$ cat config.mk
export PLATFORM = sky130hd
export DESIGN_NAME = decode_stage
export DESIGN_NICKNAME = d
export VERILOG_FILES = /design/src/rtl/decode_stage.sv
export SDC_FILE = /design/constraint.sdc
export NUM_CORES = 1
export LEC_CHECK = 0
export ABC_AREA = 1
export BUFFER_PORTS_ARGS = -buffer_cell sky130_fd_sc_hd__buf_2
export CORE_MARGIN = 4
export CORE_UTILIZATION = 38
export CTS_CLUSTER_SIZE = 14
export DETAILED_ROUTE_END_ITERATION = 12
export PLACE_DENSITY_LB_ADDON = 0.08
export SYNTH_ARGS = -nofsm -noshare
export SYNTH_HDL_FRONTEND = slang
export SYNTH_SLANG_ARGS = --single-unit
$ cat constraint.sdc
create_clock -name clk -period 2.8 [get_ports clk]
set_input_delay 0.28 -clock clk [delete_from_list [all_inputs] [get_ports clk]]
set_output_delay 0.28 -clock clk [all_outputs]
set_load 0.02 [all_outputs]
$ cat src/rtl/decode_stage.sv
// RV32/RV64 integer decode stage: one registered slot with a valid/ready handshake
// on both sides, optional M-extension decode and a saturating illegal-instruction counter.
module decode_stage #(
  parameter int XLEN  = 32,
  parameter int M_EXT = 0,
  parameter int CNT_W = 8
) (
  input  logic             clk,
  input  logic             rst,
  input  logic             in_valid,
  output logic             in_ready,
  input  logic [31:0]      inst,
  input  logic [XLEN-1:0]  pc_in,
  input  logic             flush,
  output logic             out_valid,
  input  logic             out_ready,
  output logic [4:0]       rd,
  output logic [4:0]       rs1,
  output logic [4:0]       rs2,
  output logic             reg_write,
  output logic             mem_read,
  output logic             mem_write,
  output logic             alu_src,
  output logic             illegal,
  output logic [3:0]       alu_ctrl,
  output logic [XLEN-1:0]  imm,
  output logic [XLEN-1:0]  pc_out,
  output logic [CNT_W-1:0] illegal_cnt
);

  typedef enum logic [3:0] {
    ALU_ADD   = 4'd0,
    ALU_SUB   = 4'd1,
    ALU_SLL   = 4'd2,
    ALU_SLT   = 4'd3,
    ALU_SLTU  = 4'd4,
    ALU_XOR   = 4'd5,
    ALU_SRL   = 4'd6,
    ALU_SRA   = 4'd7,
    ALU_OR    = 4'd8,
    ALU_AND   = 4'd9,
    ALU_MUL   = 4'd10,
    ALU_MULH  = 4'd11,
    ALU_DIV   = 4'd12,
    ALU_REM   = 4'd13,
    ALU_PASSB = 4'd14,
    ALU_ILL   = 4'd15
  } alu_op_t;

  localparam logic [6:0] OP_LUI    = 7'b0110111;
  localparam logic [6:0] OP_AUIPC  = 7'b0010111;
  localparam logic [6:0] OP_JAL    = 7'b1101111;
  localparam logic [6:0] OP_JALR   = 7'b1100111;
  localparam logic [6:0] OP_BRANCH = 7'b1100011;
  localparam logic [6:0] OP_LOAD   = 7'b0000011;
  localparam logic [6:0] OP_STORE  = 7'b0100011;
  localparam logic [6:0] OP_IMM    = 7'b0010011;
  localparam logic [6:0] OP_REG    = 7'b0110011;

  localparam logic [6:0] F7_BASE = 7'b0000000;
  localparam logic [6:0] F7_ALT  = 7'b0100000;
  localparam logic [6:0] F7_MULDIV = 7'b0000001;

  // Shared funct3 map for register and immediate ops; 'alt' picks SUB/SRA.
  function automatic alu_op_t base_op(input logic [2:0] f3, input logic alt);
    case (f3)
      3'b000:  return alt ? ALU_SUB : ALU_ADD;
      3'b001:  return ALU_SLL;
      3'b010:  return ALU_SLT;
      3'b011:  return ALU_SLTU;
      3'b100:  return ALU_XOR;
      3'b101:  return alt ? ALU_SRA : ALU_SRL;
      3'b110:  return ALU_OR;
      default: return ALU_AND;
    endcase
  endfunction

  function automatic alu_op_t muldiv_op(input logic [2:0] f3);
    case (f3)
      3'b000:                 return ALU_MUL;
      3'b001, 3'b010, 3'b011: return ALU_MULH;
      3'b100, 3'b101:         return ALU_DIV;
      default:                return ALU_REM;
    endcase
  endfunction

  function automatic logic [XLEN-1:0] sext(input logic [31:0] v);
    return XLEN'($signed(v));
  endfunction

  logic [6:0]  opcode;
  logic [2:0]  funct3;
  logic [6:0]  funct7;
  logic [31:0] imm_i, imm_s, imm_b, imm_u, imm_j;
  logic [5:0]  shamt;
  logic        shift_ok;

  assign opcode = inst[6:0];
  assign funct3 = inst[14:12];
  assign funct7 = inst[31:25];

  assign imm_i = {{20{inst[31]}}, inst[31:20]};
  assign imm_s = {{20{inst[31]}}, inst[31:25], inst[11:7]};
  assign imm_b = {{19{inst[31]}}, inst[31], inst[7], inst[30:25], inst[11:8], 1'b0};
  assign imm_u = {inst[31:12], 12'b0};
  assign imm_j = {{11{inst[31]}}, inst[31], inst[19:12], inst[20], inst[30:21], 1'b0};

  // RV64 shifts borrow inst[25] for the sixth shamt bit, so only inst[31:26] must be clean.
  always_comb begin
    shamt    = '0;
    shift_ok = 1'b0;
    if (XLEN == 64) begin
      shamt    = inst[25:20];
      shift_ok = (inst[31:26] == 6'b000000) ||
                 ((funct3 == 3'b101) && (inst[31:26] == 6'b010000));
    end else begin
      shamt    = {1'b0, inst[24:20]};
      shift_ok = (funct7 == F7_BASE) || ((funct3 == 3'b101) && (funct7 == F7_ALT));
    end
  end

  alu_op_t         alu_d;
  logic [XLEN-1:0] imm_d;
  logic            reg_write_d, mem_read_d, mem_write_d, alu_src_d, illegal_d;

  // NOTE: every output of this block gets a default first, so no path can infer a latch.
  always_comb begin
    alu_d       = ALU_ADD;
    imm_d       = '0;
    reg_write_d = 1'b0;
    mem_read_d  = 1'b0;
    mem_write_d = 1'b0;
    alu_src_d   = 1'b0;
    illegal_d   = 1'b0;

    case (opcode)
      OP_LUI: begin
        reg_write_d = 1'b1;
        imm_d       = sext(imm_u);
        alu_d       = ALU_PASSB;
      end
      OP_AUIPC: begin
        reg_write_d = 1'b1;
        imm_d       = sext(imm_u);
      end
      OP_JAL: begin
        reg_write_d = 1'b1;
        imm_d       = sext(imm_j);
      end
      OP_JALR: begin
        reg_write_d = 1'b1;
        alu_src_d   = 1'b1;
        imm_d       = sext(imm_i);
      end
      OP_BRANCH: begin
        imm_d = sext(imm_b);
        alu_d = ALU_SUB;
      end
      OP_LOAD: begin
        reg_write_d = 1'b1;
        mem_read_d  = 1'b1;
        alu_src_d   = 1'b1;
        imm_d       = sext(imm_i);
      end
      OP_STORE: begin
        mem_write_d = 1'b1;
        alu_src_d   = 1'b1;
        imm_d       = sext(imm_s);
      end
      OP_IMM: begin
        reg_write_d = 1'b1;
        alu_src_d   = 1'b1;
        alu_d       = base_op(funct3, (funct3 == 3'b101) && inst[30]);
        if (funct3 == 3'b001 || funct3 == 3'b101) begin
          imm_d     = XLEN'(shamt);
          illegal_d = !shift_ok;
        end else begin
          imm_d = sext(imm_i);
        end
      end
      OP_REG: begin
        reg_write_d = 1'b1;
        case (funct7)
          F7_BASE: alu_d = base_op(funct3, 1'b0);
          F7_ALT: begin
            alu_d     = base_op(funct3, 1'b1);
            illegal_d = !(funct3 == 3'b000 || funct3 == 3'b101);
          end
          F7_MULDIV: begin
            alu_d     = muldiv_op(funct3);
            illegal_d = (M_EXT == 0);
          end
          default: illegal_d = 1'b1;
        endcase
      end
      default: illegal_d = 1'b1;
    endcase

    if (illegal_d) begin
      reg_write_d = 1'b0;
      mem_read_d  = 1'b0;
      mem_write_d = 1'b0;
      alu_d       = ALU_ILL;
    end
  end

  logic accept;

  // Flush wins over an incoming word so nothing slips in behind a discard.
  assign in_ready = !flush && (!out_valid || out_ready);
  assign accept   = in_valid && in_ready;

  // NOTE: state is updated with non-blocking assignments so every register samples pre-edge values.
  always_ff @(posedge clk or posedge rst) begin
    if (rst) begin
      out_valid   <= 1'b0;
      rd          <= '0;
      rs1         <= '0;
      rs2         <= '0;
      reg_write   <= 1'b0;
      mem_read    <= 1'b0;
      mem_write   <= 1'b0;
      alu_src     <= 1'b0;
      illegal     <= 1'b0;
      alu_ctrl    <= '0;
      imm         <= '0;
      pc_out      <= '0;
      illegal_cnt <= '0;
    end else if (flush) begin
      out_valid <= 1'b0;
    end else if (accept) begin
      out_valid <= 1'b1;
      rd        <= inst[11:7];
      rs1       <= inst[19:15];
      rs2       <= inst[24:20];
      reg_write <= reg_write_d;
      mem_read  <= mem_read_d;
      mem_write <= mem_write_d;
      alu_src   <= alu_src_d;
      illegal   <= illegal_d;
      alu_ctrl  <= alu_d;
      imm       <= imm_d;
      pc_out    <= pc_in;
      if (illegal_d && (illegal_cnt != {CNT_W{1'b1}})) begin
        illegal_cnt <= illegal_cnt + 1'b1;
      end
    end else if (out_ready) begin
      out_valid <= 1'b0;
    end
  end

endmodule

Word-level counts from Yosys, hierarchy flattened
Cells that the tools add are included.

Bitwise logic cells: 1. Add/subtract/negate cells: 1. Eq/ne operators: 18. Reduce and logical (&&, ||, !) cells: 25. Shifts and indexed selects: 0. Divide/modulo/power cells: 0. Muxes and demuxes: 24. Magnitude comparators: 0. $mul: 0.

Operator list (count): $pmux W32 S6 (1); $pmux W4 S7 (3); $mux W32 (1); $eq A7 B6 Y1 const B (4); $eq A7 B7 Y1 const B (3); $pmux W4 S4 (1); $eq A7 B5 Y1 const B (2); $reduce_or A7 Y1 (2); $mux W1 (13); $pmux W4 S3 (1); $eq A3 B3 Y1 const B (3); $pmux W3 S3 (1); $add A8 B1 Y8 const B (1); $ne A8 B8 Y1 const B (1); $eq A7 B1 Y1 const B (1); $eq A7 B2 Y1 const B (1); $logic_not A7 Y1 (1); $eq A3 B2 Y1 const B (2); $reduce_or A2 Y1 (3); $logic_and A1 B1 Y1 (5); $logic_not A1 Y1 (4); $logic_or A1 B1 Y1 (4); $mux W4 (1); $reduce_or A4 Y1 (1); other kinds (9) (9).

Memory bits (read-only): 0. Input bits: 69. Register bits: 97. Output and inout bits: 98. Bits in latches: 0. Word-level logic and storage cells: 82. Memories kept: 0. RAM bits: 0.

Logic depth before layout (Yosys ltp)
Gate-level depths: netlist of the first run.

Word-level depth: 8. Gate-level depth with buffers: 12. Depth with buffers taken out: 11.

Worst setup path after synthesis of the first run
No wires, ideal clock.

Path kind: reg2reg. Start point: register out_valid. End point: register imm[1]. Stages on the path, launching flop included: 8. Arrival time: 1436 ps. Setup slack: 1295 ps. Required time: 2731 ps. Cells stage by stage: dfrtp_1 > inv_1 > nor2_1 > nor3_2 > buf_2 > clkbuf_1 > nand4_1 > nand3_1.

Word-level cells in the longest chain between the ends: 5.

Ends and longest elaborated chain: from (decl) (line 15) `output logic out_valid,`; from (signal assigned) (line 216) `out_valid <= 1'b0;`; from (signal assigned) (line 230) `out_valid <= 1'b0;`; from (signal assigned) (line 232) `out_valid <= 1'b1;`; $logic_not A1 Y1 (line 210) `assign in_ready = !flush && (!out_valid || out_ready);`; $logic_or A1 B1 Y1 (line 210); $logic_and A1 B1 Y1 (line 210); $logic_and A1 B1 Y1 (line 211) `assign accept = in_valid && in_ready;`; $reduce_and A2 Y1 (no line); to (signal assigned) (line 242) `imm <= imm_d;`; to (decl) (line 26) `output logic [XLEN-1:0] imm,`.

Every way passes these cells. A chain may end at the register's enable or synchronous reset.

Final worst setup path of the first run
Start point: register out_valid. End point: register alu_ctrl[0].

Word-level cells in the longest chain between the ends: 5.

Ends and longest elaborated chain: $logic_not A1 Y1 (line 210); $logic_or A1 B1 Y1 (line 210); $logic_and A1 B1 Y1 (line 210); $logic_and A1 B1 Y1 (line 211); $reduce_and A2 Y1 (no line); to (signal assigned) (line 241) `alu_ctrl <= alu_d;`; to (decl) (line 25) `output logic [3:0] alu_ctrl,`.

Every way passes these cells.

==> impl_metrics.toml, run 1 <==
[die]
core_sq_um = 12600
rows = 41
pin_count = 167
die_w_um = 121
die_y_um = 121
initial_utilization = 0.388
dieArea_sq_um = 14800

[setup_path]
reg2reg_slack_ns = 1.05
crit_path_end = "alu_ctrl[0]"
critPathLaunch = "out_valid"
r2r_start = "out_valid"
worst_r2r_path_depth = 9
path_max_fanout = 94
setup.worst_path.start_class = "register"
cp-end-kind = "register"
worstPathArrival_ns = 1.99
crit_required_ns = 3.05
crit_type = "register to register"
regToRegEndpoint = "alu_ctrl[0]"

[clocking]
clk_path_buf_depth = 2
ctsHoldBuffers = 0
cts_resized = 0
cts_tree = "yes"
path_clk_slew_ns = 0.07
clockRootBuffer = "clkbuf_16"
cts_num_sinks = 97
cts_max_level = 3
cts_setup_buffers = 0
clk_latency_ns = 0.35
numCtsBuffers = 9

[worst_hold_path]
hold_path.class = "input pin to async pin"

[synth]
yosys_most_used_dff = "dfrtp_1"
yosysWarnings = 0
yosysSeqAreaShare = 0.496
async_flop_share = 1.00
netlist_area_sq_um = 4890
yosysUniqueCellTypes = 33
synth-edff-count = 0
synth.net_count = 700
syn_area_per_cell_sq_um = 7.77
yosys_register_bits = 97
syn_inst = 630

[placement]
place_hpwl_mm = 10.5
gp_congestion = 0.843
portBuffers = 166

[drt]
routed_via_density = 4.87
remaining_drc_errors = 0
wire_per_inst_um = 15.0
firstDrtPassIters = 5
drt.antenna.violating_nets = 0
vias = 4676
detail_route.iter0.violations = 334
wirelength_mm = 14.4

[global_routing]
grt_max_degree = 95
gr-total-overflow = 0
antenna_found_initial = 0
globalRouteTotalUtil = 0.195
grt_pass1_vias = 4455
grt_pass1_wl_mm = 22.9

[timing]
fin_crit_sh = 0.624
final_max_slew_viol_count = 0
setup_viol_count_final = 0
max_freq_mhz = 572
fin_tns_setup_ns = 0
min_period_ns = 1.75
hold_ws_ns = 0.0175
rsz0062_at_grt = "no"
hold_viol = 0
max_slew.worst_pin.slew_ns = 0.654
fin_skew_ns = 0.00585
timing.max_slew.rel_slack = 0.563

[power]
cellPowerDensity_nw_per_um2 = 627
pwr-share-comb = 0.199
max-vdd-ir-drop_mv = 0.309
p_leak_uw = 0.00359
internal_power_uw = 2710
p_sw_frac = 0.306
p_seq_frac = 0.422
power.switching_uw = 1200
p_clk_frac = 0.379

[layout]
area_growth_pct = 27.4
n_fill_cell = 1315
final_layout_size_suffix_gt1_frac = 0.293
insertedDiodeCount = 0
nets = 853

[flow_run]
cap_violations = 0

[outcome]
run_status = "complete, no violations"
-- worst min path at each step --
stage	to	depth (start not counted)	slack, ns
after floorplan	out_valid	1	0.35
after global placement	imm[17]	2	0.40
after detailed placement	imm[16]	2	0.40
after CTS	imm[30]	2	0.02
after global routing	imm[16]	2	0.07
final	imm[27]	2	0.02
-- power by group through the flow --
stage	sequential, uW	combinational (uW)	clock, uW
after floorplan	1860	284	0
after global placement	1670	778	0
after detailed placement	1680	789	0
after CTS	1650	789	1510
after global routing	1670	857	1560
final	1650	778	1480
-- stage by stage --
stage	area (sq um)	setup WS, ns	instances	util	total power [uW]
after floorplan	4900	1.29	630	-	2150
after global placement	5880	0.912	944	0.466	2450
after detailed placement	5880	0.856	944	0.466	2460
after CTS	6230	1.07	960	0.494	3950
after global routing	6230	0.934	960	0.494	4090
final	6230	1.05	960	0.494	3910
-- sequential cells by signal, summed over array words and instances, names as in the netlist, 4 cells and up --
register,flops
alu_ctrl,4
illegal_cnt,8
imm,32
pc_out,32
rd,5
rs1,5
rs2,5
-- synthesized netlist by cell type, drive strengths merged (4+ instances only) --
library cell	number	area (sq um)
dfrtp	97	2430
nor2	26	151
buf	16	82.6
xor2	4	35.0
nor3	4	25.0
inv	35	131
nand4	32	200
a21oi	7	35.0
o21ai	47	288
nand2	297	1170
nand3	41	210
clkbuf	13	48.8
-- routing by layer --
layer | up-vias | track usage | routed length, um
li1 | 2338 | - | -
met1 | 2187 | 0.277 | 6700
met3 | 12 | 0.0340 | 852
met4 | 0 | 0.0630 | 200
met2 | 139 | 0.304 | 6660
met5 | - | 0 | 0
-- layout by cell type, fill, tap and decap left out, types with 2 or more instances in the layout --
cell       instances
nand2_1          285
buf_2            166
dfrtp_1           97
nand3_1           40
o21ai_0           33
nand4_1           32
inv_1             26
nor2_1            18
o21ai_2           11
clkbuf_16          9
inv_2              8
nand2_2            7
a21oi_1            7
nand2_4            5
nor2_4             4
xor2_1             4
nor2_2             3
nor3_1             3
o211ai_1           3
bufinv_16          3
buf_4              3
or2_2              2
o21ai_1            2
xnor2_1            2
buf_12             2
-- cells by family (layout without fill, tap and decap cells) --
| kind of cell | count (synthesis) | in the layout | share of synthesized area |
|---|---|---|---|
| compound gates | 59 | 59 | 0.0739 |
| flops | 97 | 97 | 0.496 |
| xor+xnor | 6 | 6 | 0.0107 |
| buf+inv | 64 | 222 | 0.0537 |
| simple gates | 403 | 403 | 0.363 |
| fa+ha+maj | 1 | 1 | 0.00256 |
-- final cells by class --
class                   instances  area [sq um]  area share
clock buffers                  11           243      0.0389
clock inverters                 5           110      0.0177
inverters                      35           135      0.0217
multi-input cells             469          2210       0.354
flip-flops and latches         97          2430       0.389
well taps                     172           215      0.0345
repair buffers                171           893       0.143
-- worst max-delay path, cell delays in order (launching register included) --
cell and delay (ns):
dfrtp_1 0.37, inv_1 0.05, nor2_1 0.07, nor3_4 0.19, buf_12 0.36, nand2_1 0.17
a21oi_1 0.17, nand2_1 0.06, nor2_1 0.09, nor2_1 0.05
(Power assumes the default switching activity.)
==> run 2, diff against run 1 <==
==> constraint.sdc (replaced) <==
create_clock -name clk -period 1.8 [get_ports clk]
set_input_delay 0.18 -clock clk [delete_from_list [all_inputs] [get_ports clk]]
set_output_delay 0.18 -clock clk [all_outputs]
set_load 0.02 [all_outputs]
==> run 2 against run 1 <==
Against the previous run:
- critical path depth shrank 2
- flip-flop and latch count is the same
- via count is 0.98% higher
- clock skew barely moved
- hold slack improved by 0.011 ns
- largest cell class unchanged
- sequential share of layout area decreased by 0.26 points
- register-to-register slack got worse by 0.83 ns
- global-route usage shrank 0.090 points
- combinational power up 61%
==> impl_metrics.toml, run 2 (synthesis results as in run 1) <==
[outcome]
run_status = "complete, no violations"

[global_routing]
use_met3 = 0.0373
globalRouteMet2Util = 0.309
grt_pass1_vias = 4464
globalRouteTotalUtil = 0.194
gr-total-overflow = 0
antenna_found_initial = 0
busiest_layer = "met2"
use_met1 = 0.270
grt_max_degree = 54
grt_pass1_wl_mm = 22.7

[drt]
wire_per_inst_um = 14.7
routed_via_density = 4.86
drt.antenna.violating_nets = 0
firstDrtPassIters = 4
remaining_drc_errors = 0
detail_route.iter0.violations = 258
vias = 4722
wirelength_mm = 14.3

[timing]
max_slew.worst_pin.slew_ns = 0.459
final_max_slew_viol_count = 0
timing.max_slew.rel_slack = 0.693
rsz0062_at_grt = "no"
min_period_ns = 1.58
max_freq_mhz = 634
fin_crit_sh = 0.876
hold_viol = 0
setup_viol_count_final = 0
fin_tns_setup_ns = 0
fin_skew_ns = 0.00571

[placement]
portBuffers = 166
placed_area_sq_um = 6000
gp_congestion = 0.902
place_hpwl_mm = 10.9

[setup_path]
crit_slowest_cell = "dfrtp_1"
critical_path.max_stage_delay_ns = 0.42
path_max_fanout = 9
cp_common_cell = "nand2_1"
worstPathCellList = "ha_1, nand4_1, nor2_1, nand2_1, nand3_2, nand2_1, nand2_1"
cp-end-kind = "register"
crit_required_ns = 2.03
setup.worst_path.start_class = "register"
worstPathArrival_ns = 1.81
crit_type = "register to register"

[die]
dieArea_sq_um = 14800
die_w_um = 121
die_y_um = 121
initial_utilization = 0.388
core_sq_um = 12600
rows = 41
pin_count = 167

[layout]
top_regs = "imm x32, pc_out x32, illegal_cnt x8"
nets = 865
insertedDiodeCount = 0
mostFrequentLayoutCells = "285 x nand2_1, 166 x buf_2, 97 x dfrtp_1"
final_layout_size_suffix_gt1_frac = 0.300
design_area_sq_um = 6270
area_growth_pct = 28.2
final_common_cell = "nand2_1"

[clocking]
cts_max_level = 3
clockRootBuffer = "clkbuf_16"
numCtsBuffers = 9
cts_setup_buffers = 0
clk_latency_ns = 0.34
cts_tree = "yes"
cts_num_sinks = 97
path_clk_slew_ns = 0.07
clk_path_buf_depth = 2

[power]
power.switching_uw = 1780
cellPowerDensity_nw_per_um2 = 886
pwr-share-comb = 0.224
max-vdd-ir-drop_mv = 0.413
p_sw_frac = 0.321
p_leak_uw = 0.00362
p_seq_frac = 0.462
internal_power_uw = 3770
p_clk_frac = 0.314

[worst_hold_path]
hold_path.class = "input pin to register"

[flow_run]
cap_violations = 0
run 2: cell types whose count changed in the layout (fill, tap and decap cells not counted):
cell           delta
buf_12            +3
buf_4             +8
bufinv_16         -3
clkbuf_1          +1
clkbuf_8          -1
clkinv_2          +1
clkinv_4          +3
dlygate4sd3_1     +1
inv_6             -1
inv_8             -1
run 2: per-layer routing:
layer	vias to the layer above	part of all wire
li1	2357	-
met1	2191	0.46
met2	157	0.47
met3	17	0.058
met4	0	0.016
met5	-	0
run 2: worst paths after layout:
check / slack (ns) / to / startpoint / cells after the start
setup reg to reg: 0.22 / illegal_cnt[0] / illegal_cnt[1] / 7
max in group asynchronous: 0.85 / imm[6] / rst / 4
setup / recovery: 0.22 / illegal_cnt[0] / illegal_cnt[1] / 7
min in group asynchronous: 0.36 / out_valid / rst / 3
hold / removal: 0.03 / pc_out[27] / pc_in[27] / 3
hold reg to reg: 0.47 / pc_out[17] / pc_out[17] / 2
run 2: per-stage QoR:
stage                      util  cells  worst slack [ns]  total power [uW]  hold WS [ns]
after global routing      0.497    971            0.0708              5860        0.0181
final                     0.497    971             0.223              5560        0.0288
after floorplan               -    630             0.295              3340         0.246
after detailed placement  0.475    955             0.147              3870         0.179
after CTS                 0.497    971             0.189              5640        0.0146
after global placement    0.475    955             0.205              3840         0.177
run 2: final cells by class:
| type | instances | area, sq um |
|---|---|---|
| multi-input combinational | 469 | 2210 |
| tap | 172 | 215 |
| clock inverter | 4 | 31.3 |
| timing repair buffer | 183 | 1020 |
| fill | 1328 | 6350 |
| clock buffer | 11 | 233 |
| inverter | 35 | 135 |
| sequential | 97 | 2430 |
run 2: worst max-delay path, delay by kind of cell (launching register included):
kind                     cells  cell delay, ns
AND/OR/NAND/NOR              6            0.80
flip-flops                   1            0.42
adder cells (fa/ha/maj)      1            0.25
run 2: power groups by stage:
stage	sequential (uW)	clock (uW)	combinational, uW
floorplan	2900	0	442
global placement	2600	0	1250
detailed placement	2610	0	1260
CTS	2570	1800	1260
global route	2600	1890	1370
finish	2570	1740	1250
run 2: what timing repair did:
action                                 in CTS  in global routing
gates resized for setup                     0                  0
endpoints found under the hold margin      11                  0
setup endpoints to repair                   0                  0
hold buffers                                1                  0
